## src/rtl/multicycle_ctrl_if.sv

```systemverilog
// rtl/multicycle_ctrl_if.sv - instruction/data memory handshake bundle for the multi-cycle controller
`timescale 1ns/1ps

interface multicycle_ctrl_if;
    logic [31:0] inst;
    logic        imem_req;
    logic        imem_ready;
    logic        dmem_req;
    logic        dmem_we;
    logic        dmem_ready;

    modport master (
        input  inst,
        input  imem_ready,
        input  dmem_ready,
        output imem_req,
        output dmem_req,
        output dmem_we
    );

    modport slave (
        output inst,
        output imem_ready,
        output dmem_ready,
        input  imem_req,
        input  dmem_req,
        input  dmem_we
    );
endinterface

```

## src/rtl/multicycle_ctrl.sv

```systemverilog
// rtl/multicycle_ctrl.sv - multi-cycle fetch/decode/exec/mem/wb sequencer with illegal-op and timeout traps
`timescale 1ns/1ps

module multicycle_ctrl #(
    parameter int TIMEOUT = 16
) (
    input  logic                    clk,
    input  logic                    rst_n,
    multicycle_ctrl_if.master       bus,
    input  logic                    alu_zero,
    output logic                    ir_we,
    output logic [2:0]              imm_type,
    output logic                    alu_src_b,
    output logic [3:0]              alu_op,
    output logic                    rf_we,
    output logic                    wb_sel,
    output logic                    pc_we,
    output logic                    pc_sel,
    output logic                    retire,
    output logic                    trap,
    output logic [1:0]              trap_cause
);
    localparam int CW = (TIMEOUT > 2) ? $clog2(TIMEOUT) : 1;
    localparam logic [CW-1:0] CNT_LAST = CW'(TIMEOUT - 1);

    typedef enum logic [2:0] {
        S_IDLE, S_FETCH, S_DECODE, S_EXEC, S_MEM, S_WB, S_TRAP
    } state_t;

    state_t        state, nstate;
    logic [1:0]    ncause;
    logic [CW-1:0] cnt;
    logic          imem_req_q, dmem_req_q, dmem_we_q;

    logic [6:0] opcode;
    logic [2:0] f3;
    logic [6:0] f7;
    logic       is_r, is_i, is_lw, is_sw, is_br, legal;
    logic [2:0] dec_imm;
    logic [3:0] dec_op;
    logic       in_ops;
    logic       unused_inst_bits;

    assign opcode = bus.inst[6:0];
    assign f3     = bus.inst[14:12];
    assign f7     = bus.inst[31:25];
    assign unused_inst_bits = ^{bus.inst[24:15], bus.inst[11:7]};

    always_comb begin
        is_r  = (opcode == 7'b0110011) &&
                ((f7 == 7'b0000000) ||
                 ((f7 == 7'b0100000) && ((f3 == 3'b000) || (f3 == 3'b101))));
        is_i  = (opcode == 7'b0010011);
        is_lw = (opcode == 7'b0000011) && (f3 == 3'b010);
        is_sw = (opcode == 7'b0100011) && (f3 == 3'b010);
        is_br = (opcode == 7'b1100011) && ((f3 == 3'b000) || (f3 == 3'b001));
        legal = is_r | is_i | is_lw | is_sw | is_br;
    end

    always_comb begin
        dec_imm = 3'b000;
        if (is_i || is_lw) dec_imm = 3'b001;
        else if (is_sw)    dec_imm = 3'b010;
        else if (is_br)    dec_imm = 3'b011;
    end

    // funct3 drives the ALU for R/I; memory ops add, branches compare by subtracting
    always_comb begin
        dec_op = 4'd0;
        case (f3)
            3'b000:  dec_op = (is_r && bus.inst[30]) ? 4'd1 : 4'd0;
            3'b001:  dec_op = 4'd5;
            3'b010:  dec_op = 4'd8;
            3'b011:  dec_op = 4'd9;
            3'b100:  dec_op = 4'd4;
            3'b101:  dec_op = bus.inst[30] ? 4'd7 : 4'd6;
            3'b110:  dec_op = 4'd3;
            default: dec_op = 4'd2;
        endcase
        if (is_lw || is_sw) dec_op = 4'd0;
        if (is_br)          dec_op = 4'd1;
        if (!legal)         dec_op = 4'd0;
    end

    assign in_ops   = (state == S_DECODE) || (state == S_EXEC) ||
                      (state == S_MEM)    || (state == S_WB);
    assign imm_type = in_ops ? dec_imm : 3'b000;
    assign alu_op   = in_ops ? dec_op  : 4'd0;

    // Strobes qualified by same-cycle ready/alu_zero cannot be registered
    always_comb begin
        ir_we  = (state == S_FETCH) && bus.imem_ready;
        pc_we  = ((state == S_EXEC) && is_br) ||
                 ((state == S_MEM) && is_sw && bus.dmem_ready) ||
                 (state == S_WB);
        pc_sel = (state == S_EXEC) && is_br && (f3[0] ? !alu_zero : alu_zero);
    end
    assign retire = pc_we;

    always_comb begin
        nstate = state;
        ncause = 2'b00;
        case (state)
            S_IDLE:   nstate = S_FETCH;
            S_FETCH: begin
                if (bus.imem_ready)     nstate = S_DECODE;
                else if (cnt == CNT_LAST) begin
                    nstate = S_TRAP;
                    ncause = 2'b10;
                end
            end
            S_DECODE: begin
                if (legal) nstate = S_EXEC;
                else begin
                    nstate = S_TRAP;
                    ncause = 2'b01;
                end
            end
            S_EXEC: begin
                if (is_br)               nstate = S_FETCH;
                else if (is_lw || is_sw) nstate = S_MEM;
                else                     nstate = S_WB;
            end
            S_MEM: begin
                if (bus.dmem_ready)     nstate = is_lw ? S_WB : S_FETCH;
                else if (cnt == CNT_LAST) begin
                    nstate = S_TRAP;
                    ncause = 2'b11;
                end
            end
            S_WB:     nstate = S_FETCH;
            S_TRAP:   nstate = S_TRAP;
            default:  nstate = S_IDLE;
        endcase
    end

    // Level outputs are registered from the next state so they are clean from the first cycle of each state
    always_ff @(posedge clk or negedge rst_n) begin
        if (!rst_n) begin
            state      <= S_IDLE;
            cnt        <= '0;
            trap       <= 1'b0;
            trap_cause <= 2'b00;
            imem_req_q <= 1'b0;
            dmem_req_q <= 1'b0;
            dmem_we_q  <= 1'b0;
            rf_we      <= 1'b0;
            wb_sel     <= 1'b0;
            alu_src_b  <= 1'b0;
        end else begin
            state <= nstate;
            if ((nstate == state) && ((state == S_FETCH) || (state == S_MEM)))
                cnt <= cnt + CW'(1);
            else
                cnt <= '0;
            if ((nstate == S_TRAP) && (state != S_TRAP)) begin
                trap       <= 1'b1;
                trap_cause <= ncause;
            end
            imem_req_q <= (nstate == S_FETCH);
            dmem_req_q <= (nstate == S_MEM);
            dmem_we_q  <= (nstate == S_MEM) && is_sw;
            rf_we      <= (nstate == S_WB);
            wb_sel     <= (nstate == S_WB) && is_lw;
            alu_src_b  <= (nstate == S_EXEC) && (is_i || is_lw || is_sw);
        end
    end

    assign bus.imem_req = imem_req_q;
    assign bus.dmem_req = dmem_req_q;
    assign bus.dmem_we  = dmem_we_q;
endmodule

```

## src/flat_wrapper.sv

```systemverilog
// flat-port wrapper written by rule: the top's interface ports become plain ports
module multicycle_ctrl_flat 
#(
    parameter int TIMEOUT = 16
)
  (clk, rst_n, alu_zero, ir_we, imm_type, alu_src_b, alu_op, rf_we, wb_sel, pc_we, pc_sel, retire, trap, trap_cause, bus_inst, bus_imem_ready, bus_dmem_ready, bus_imem_req, bus_dmem_req, bus_dmem_we);
  multicycle_ctrl_if bus_i ();
  input  logic clk;
  input  logic rst_n;
  input  logic alu_zero;
  output logic ir_we;
  output logic [2:0] imm_type;
  output logic alu_src_b;
  output logic [3:0] alu_op;
  output logic rf_we;
  output logic wb_sel;
  output logic pc_we;
  output logic pc_sel;
  output logic retire;
  output logic trap;
  output logic [1:0] trap_cause;
  input wire logic [$bits(bus_i.inst)-1:0] bus_inst;
  input wire logic [$bits(bus_i.imem_ready)-1:0] bus_imem_ready;
  input wire logic [$bits(bus_i.dmem_ready)-1:0] bus_dmem_ready;
  output wire logic [$bits(bus_i.imem_req)-1:0] bus_imem_req;
  output wire logic [$bits(bus_i.dmem_req)-1:0] bus_dmem_req;
  output wire logic [$bits(bus_i.dmem_we)-1:0] bus_dmem_we;
  assign bus_i.inst = bus_inst;
  assign bus_i.imem_ready = bus_imem_ready;
  assign bus_i.dmem_ready = bus_dmem_ready;
  assign bus_imem_req = bus_i.imem_req;
  assign bus_dmem_req = bus_i.dmem_req;
  assign bus_dmem_we = bus_i.dmem_we;
  multicycle_ctrl #(.TIMEOUT(TIMEOUT)) u_core (.clk(clk), .rst_n(rst_n), .bus(bus_i), .alu_zero(alu_zero), .ir_we(ir_we), .imm_type(imm_type), .alu_src_b(alu_src_b), .alu_op(alu_op), .rf_we(rf_we), .wb_sel(wb_sel), .pc_we(pc_we), .pc_sel(pc_sel), .retire(retire), .trap(trap), .trap_cause(trap_cause));
endmodule
```

## config.mk

```make
export PLATFORM = sky130hd
export DESIGN_NAME = multicycle_ctrl_flat
export DESIGN_NICKNAME = d
export VERILOG_FILES = /design/src/rtl/multicycle_ctrl_if.sv /design/src/rtl/multicycle_ctrl.sv /design/src/flat_wrapper.sv
export SDC_FILE = /design/constraint.sdc
export NUM_CORES = 1
export LEC_CHECK = 0
export BUFFER_PORTS_ARGS = -buffer_cell sky130_fd_sc_hd__buf_2
export CAP_MARGIN = 20
export CELL_PAD_IN_SITES_DETAIL_PLACEMENT = 0
export CELL_PAD_IN_SITES_GLOBAL_PLACEMENT = 1
export CORE_MARGIN = 1
export CORE_UTILIZATION = 35
export CTS_CLUSTER_SIZE = 12
export DETAILED_ROUTE_END_ITERATION = 10
export GPL_TIMING_DRIVEN = 0
export PLACE_DENSITY_LB_ADDON = 0.08
export SLEW_MARGIN = 20
export SYNTH_ARGS = -nofsm -noshare
export SYNTH_HDL_FRONTEND = slang
export SYNTH_SLANG_ARGS = --single-unit
export TNS_END_PERCENT = 1
```

## constraint.sdc

```tcl
create_clock -name clk -period 5.42 [get_ports clk]
set_clock_uncertainty 0.1 [all_clocks]
set_input_delay 1.084 -clock clk [delete_from_list [all_inputs] [get_ports clk]]
set_output_delay 1.084 -clock clk [all_outputs]
set_load 0.01 [all_outputs]
```

==> flow_summary.ini <==
[outcome]
status = complete, no violations

[die]
die_w_um = 59.13
dieArea_um2 = 3496
die_h_um = 59.13
rows = 20
start_util_pct = 37.11
io_pins = 57
coreArea_um2 = 3078

[cts]
clk_pin_slew_worst_paths_ns = 0.08
numClockSinks = 16
cts_setup_buffers = 0
htree_levels = 1
postCtsHoldBufs = 0
cts_tree = done
root_buffer = clkbuf_4
cts.repair.resized = 0
clockBufferDepth = 2
clock_latency_ns = 0.29
cts_buffers = 3

[final_layout]
layout-drive-gt1-share_pct = 34.76
regArea_um2 = 400.4
diodes = 0
top_regs = u_core.cnt (4), u_core.state (3), u_core.trap_cause (2)
fin_nets = 203
multiInputGateArea_um2 = 658.1
largest_reg_flops = 4
fin_area_um2 = 1414
syn2layout_area_growth_pct = 23.77
fillers = 313
final_util_pct = 45.93
top_register = u_core.cnt

[synthesis]
synth_flop_cell = dfrtp_1
synth_edf_count = 0
syn_inst = 124
synth_cell_types = 49
synth_warnings = 0
syn_avg_cell_area_um2 = 9.212
ys_ff_latch = 16
syn_area_um2 = 1142
async_reset_ff_share_pct = 100.0
ys_seq_area_share_pct = 35.05
syn_nets = 162

[detailed_routing]
num_vias = 1064
drtAntennaViolNets = 0
wl_mm = 2.701
firstDrtPassIters = 4
post_drt_via_cell_ratio = 5.115
drtIter0Drc = 32
wl_per_cell_um = 12.99
drcViolationCount = 0

[critical_path]
end_kind = output pin
start_kind = input pin
cp.arrival_ns = 2.95
cp_max_fo = 10
critPathRequiredTime_ns = 4.24
worstSetupPathType = input pin to output pin

[placed_design]
gp_congestion = 0.7296
dp_hpwl_mm = 2.100
dpl_cell_area_um2 = 1378
port_buffers = 36

[global_route]
grt_usage_pct = 17.06
grt_pass1_vias = 959
grt_pass1_wl_mm = 4.526
overflow = 0
grt_start_max_net_pins = 17
antenna_found_initial = 0

[sta]
timing.fmax_mhz = 241.9
maxSlewHeadroom_pct = 47.18
rsz0062_at_grt = no
min_period_ns = 4.135
hold_viol_final = 0
tightest_slew_ns = 0.7851
slew_viol_final = 0
setup_viol = 0
hold-worst-slack_ns = 0.3669
finalCritPeriodShare_pct = 76.29
fin_tns_setup_ns = 0

[pwr]
p_total_mw = 0.4788
p_per_area_nw_per_um2 = 338.6
total_leakage_power_nw = 0.6371
ir_worst_vdd_uv = 232.0

[flow_run]
drv_cap = 0

[hold_path]
min_path_type = register to register
-- final cells by class --
class | instances | area share [%]
timing repair buffer | 36 | 12.74
buffer | 10 | 3.805
inverter | 8 | 2.124
tap | 44 | 3.894
multi-input combinational | 90 | 46.55
clock buffer | 4 | 2.566
sequential | 16 | 28.32
-- per-layer routing --
layer	vias up	global-route usage (%)	wire, um	share of wire [%]
met5	-	0	0	0
met2	25	24.68	1126	42
li1	537	-	-	-
met3	0	4.803	149	5.5
met4	0	2.041	0	0
met1	502	25.82	1425	53
-- worst paths after layout --
path	from	to	slack, ns	cells past startpoint
max in group asynchronous	rst_n	u_core.bus.dmem_req	4.36	1
hold reg to reg	u_core.cnt[0]	u_core.cnt[0]	0.37	1
setup reg to reg	u_core.state[0]	u_core.wb_sel	3.34	6
hold / removal	u_core.cnt[0]	u_core.cnt[0]	0.37	1
min in group asynchronous	rst_n	u_core.cnt[2]	0.59	1
setup / recovery	bus_inst[14]	retire	1.29	8
-- per-stage QoR --
stage               setup slack, ns  instances
floorplan                     1.497        124
global placement              1.369        204
detailed placement            1.327        204
CTS                           1.331        208
global route                  1.149        208
finish                        1.285        208
-- power by group --
group / total, mW / switching (mW) / internal, mW
Combinational: 0.235 / 0.139 / 0.0959
Sequential: 0.167 / 0.0145 / 0.152
Clock: 0.0773 / 0.0364 / 0.0409
-- Yosys cell counts, types with 2 or more instances --
library cell   n  share of area [%]
buf_4          3                2.0
inv_1          8                2.6
a31oi_1        4                2.2
buf_2          4                1.8
nand2b_1       3                1.6
nor3_1         7                3.1
nor3b_1        4                2.6
xor2_1         2                1.5
o21ai_0        4                1.8
clkbuf_1       3               0.99
or4b_1         2                1.8
nor2_1        12                3.9
and3_1         2                1.1
nand3_1        2               0.88
o21bai_1       2                1.3
nor4b_1        3                2.3
a21oi_1        4                1.8
dfrtp_1       16                 35
nor4_2         3                3.3
nand4_1        2                1.1
nand2_1        2               0.66
xnor2_1        3                2.3
nor2b_1        3                1.6
-- critical path, stage by stage --
cell      delay [ns]
buf_2           0.17
nor4b_2         0.50
and3_1          0.22
clkbuf_1        0.28
a31oi_1         0.13
o32ai_1         0.29
buf_4           0.16
buf_2           0.11
-- placed cells by master, fill, tap and decap left out, drive strengths merged, types with 3 or more instances in the layout --
cell / synthesis / routed
buf: 7 / 43
dfrtp: 16 / 16
nor2: 12 / 12
inv: 8 / 8
nor3: 7 / 7
clkbuf: 3 / 7
o21ai: 5 / 5
a21oi: 4 / 4
a31oi: 4 / 4
nor3b: 4 / 4
nor4: 4 / 4
nor4b: 4 / 4
nor2b: 3 / 3
nand2b: 3 / 3
xnor2: 3 / 3
-- logic make-up after synthesis --
kind of cell             after synthesis  share of synthesized area, %
XOR/XNOR                               5                         3.834
AND/OR/NAND/NOR                       54                         32.64
other                                  1                        0.3283
flip-flops                            16                         35.05
adder cells (fa/ha/maj)                1                         1.095
AO/OA/AOI/OAI                         29                         19.71
buffers and inverters                 18                         7.338
(Power assumes the default switching activity.)
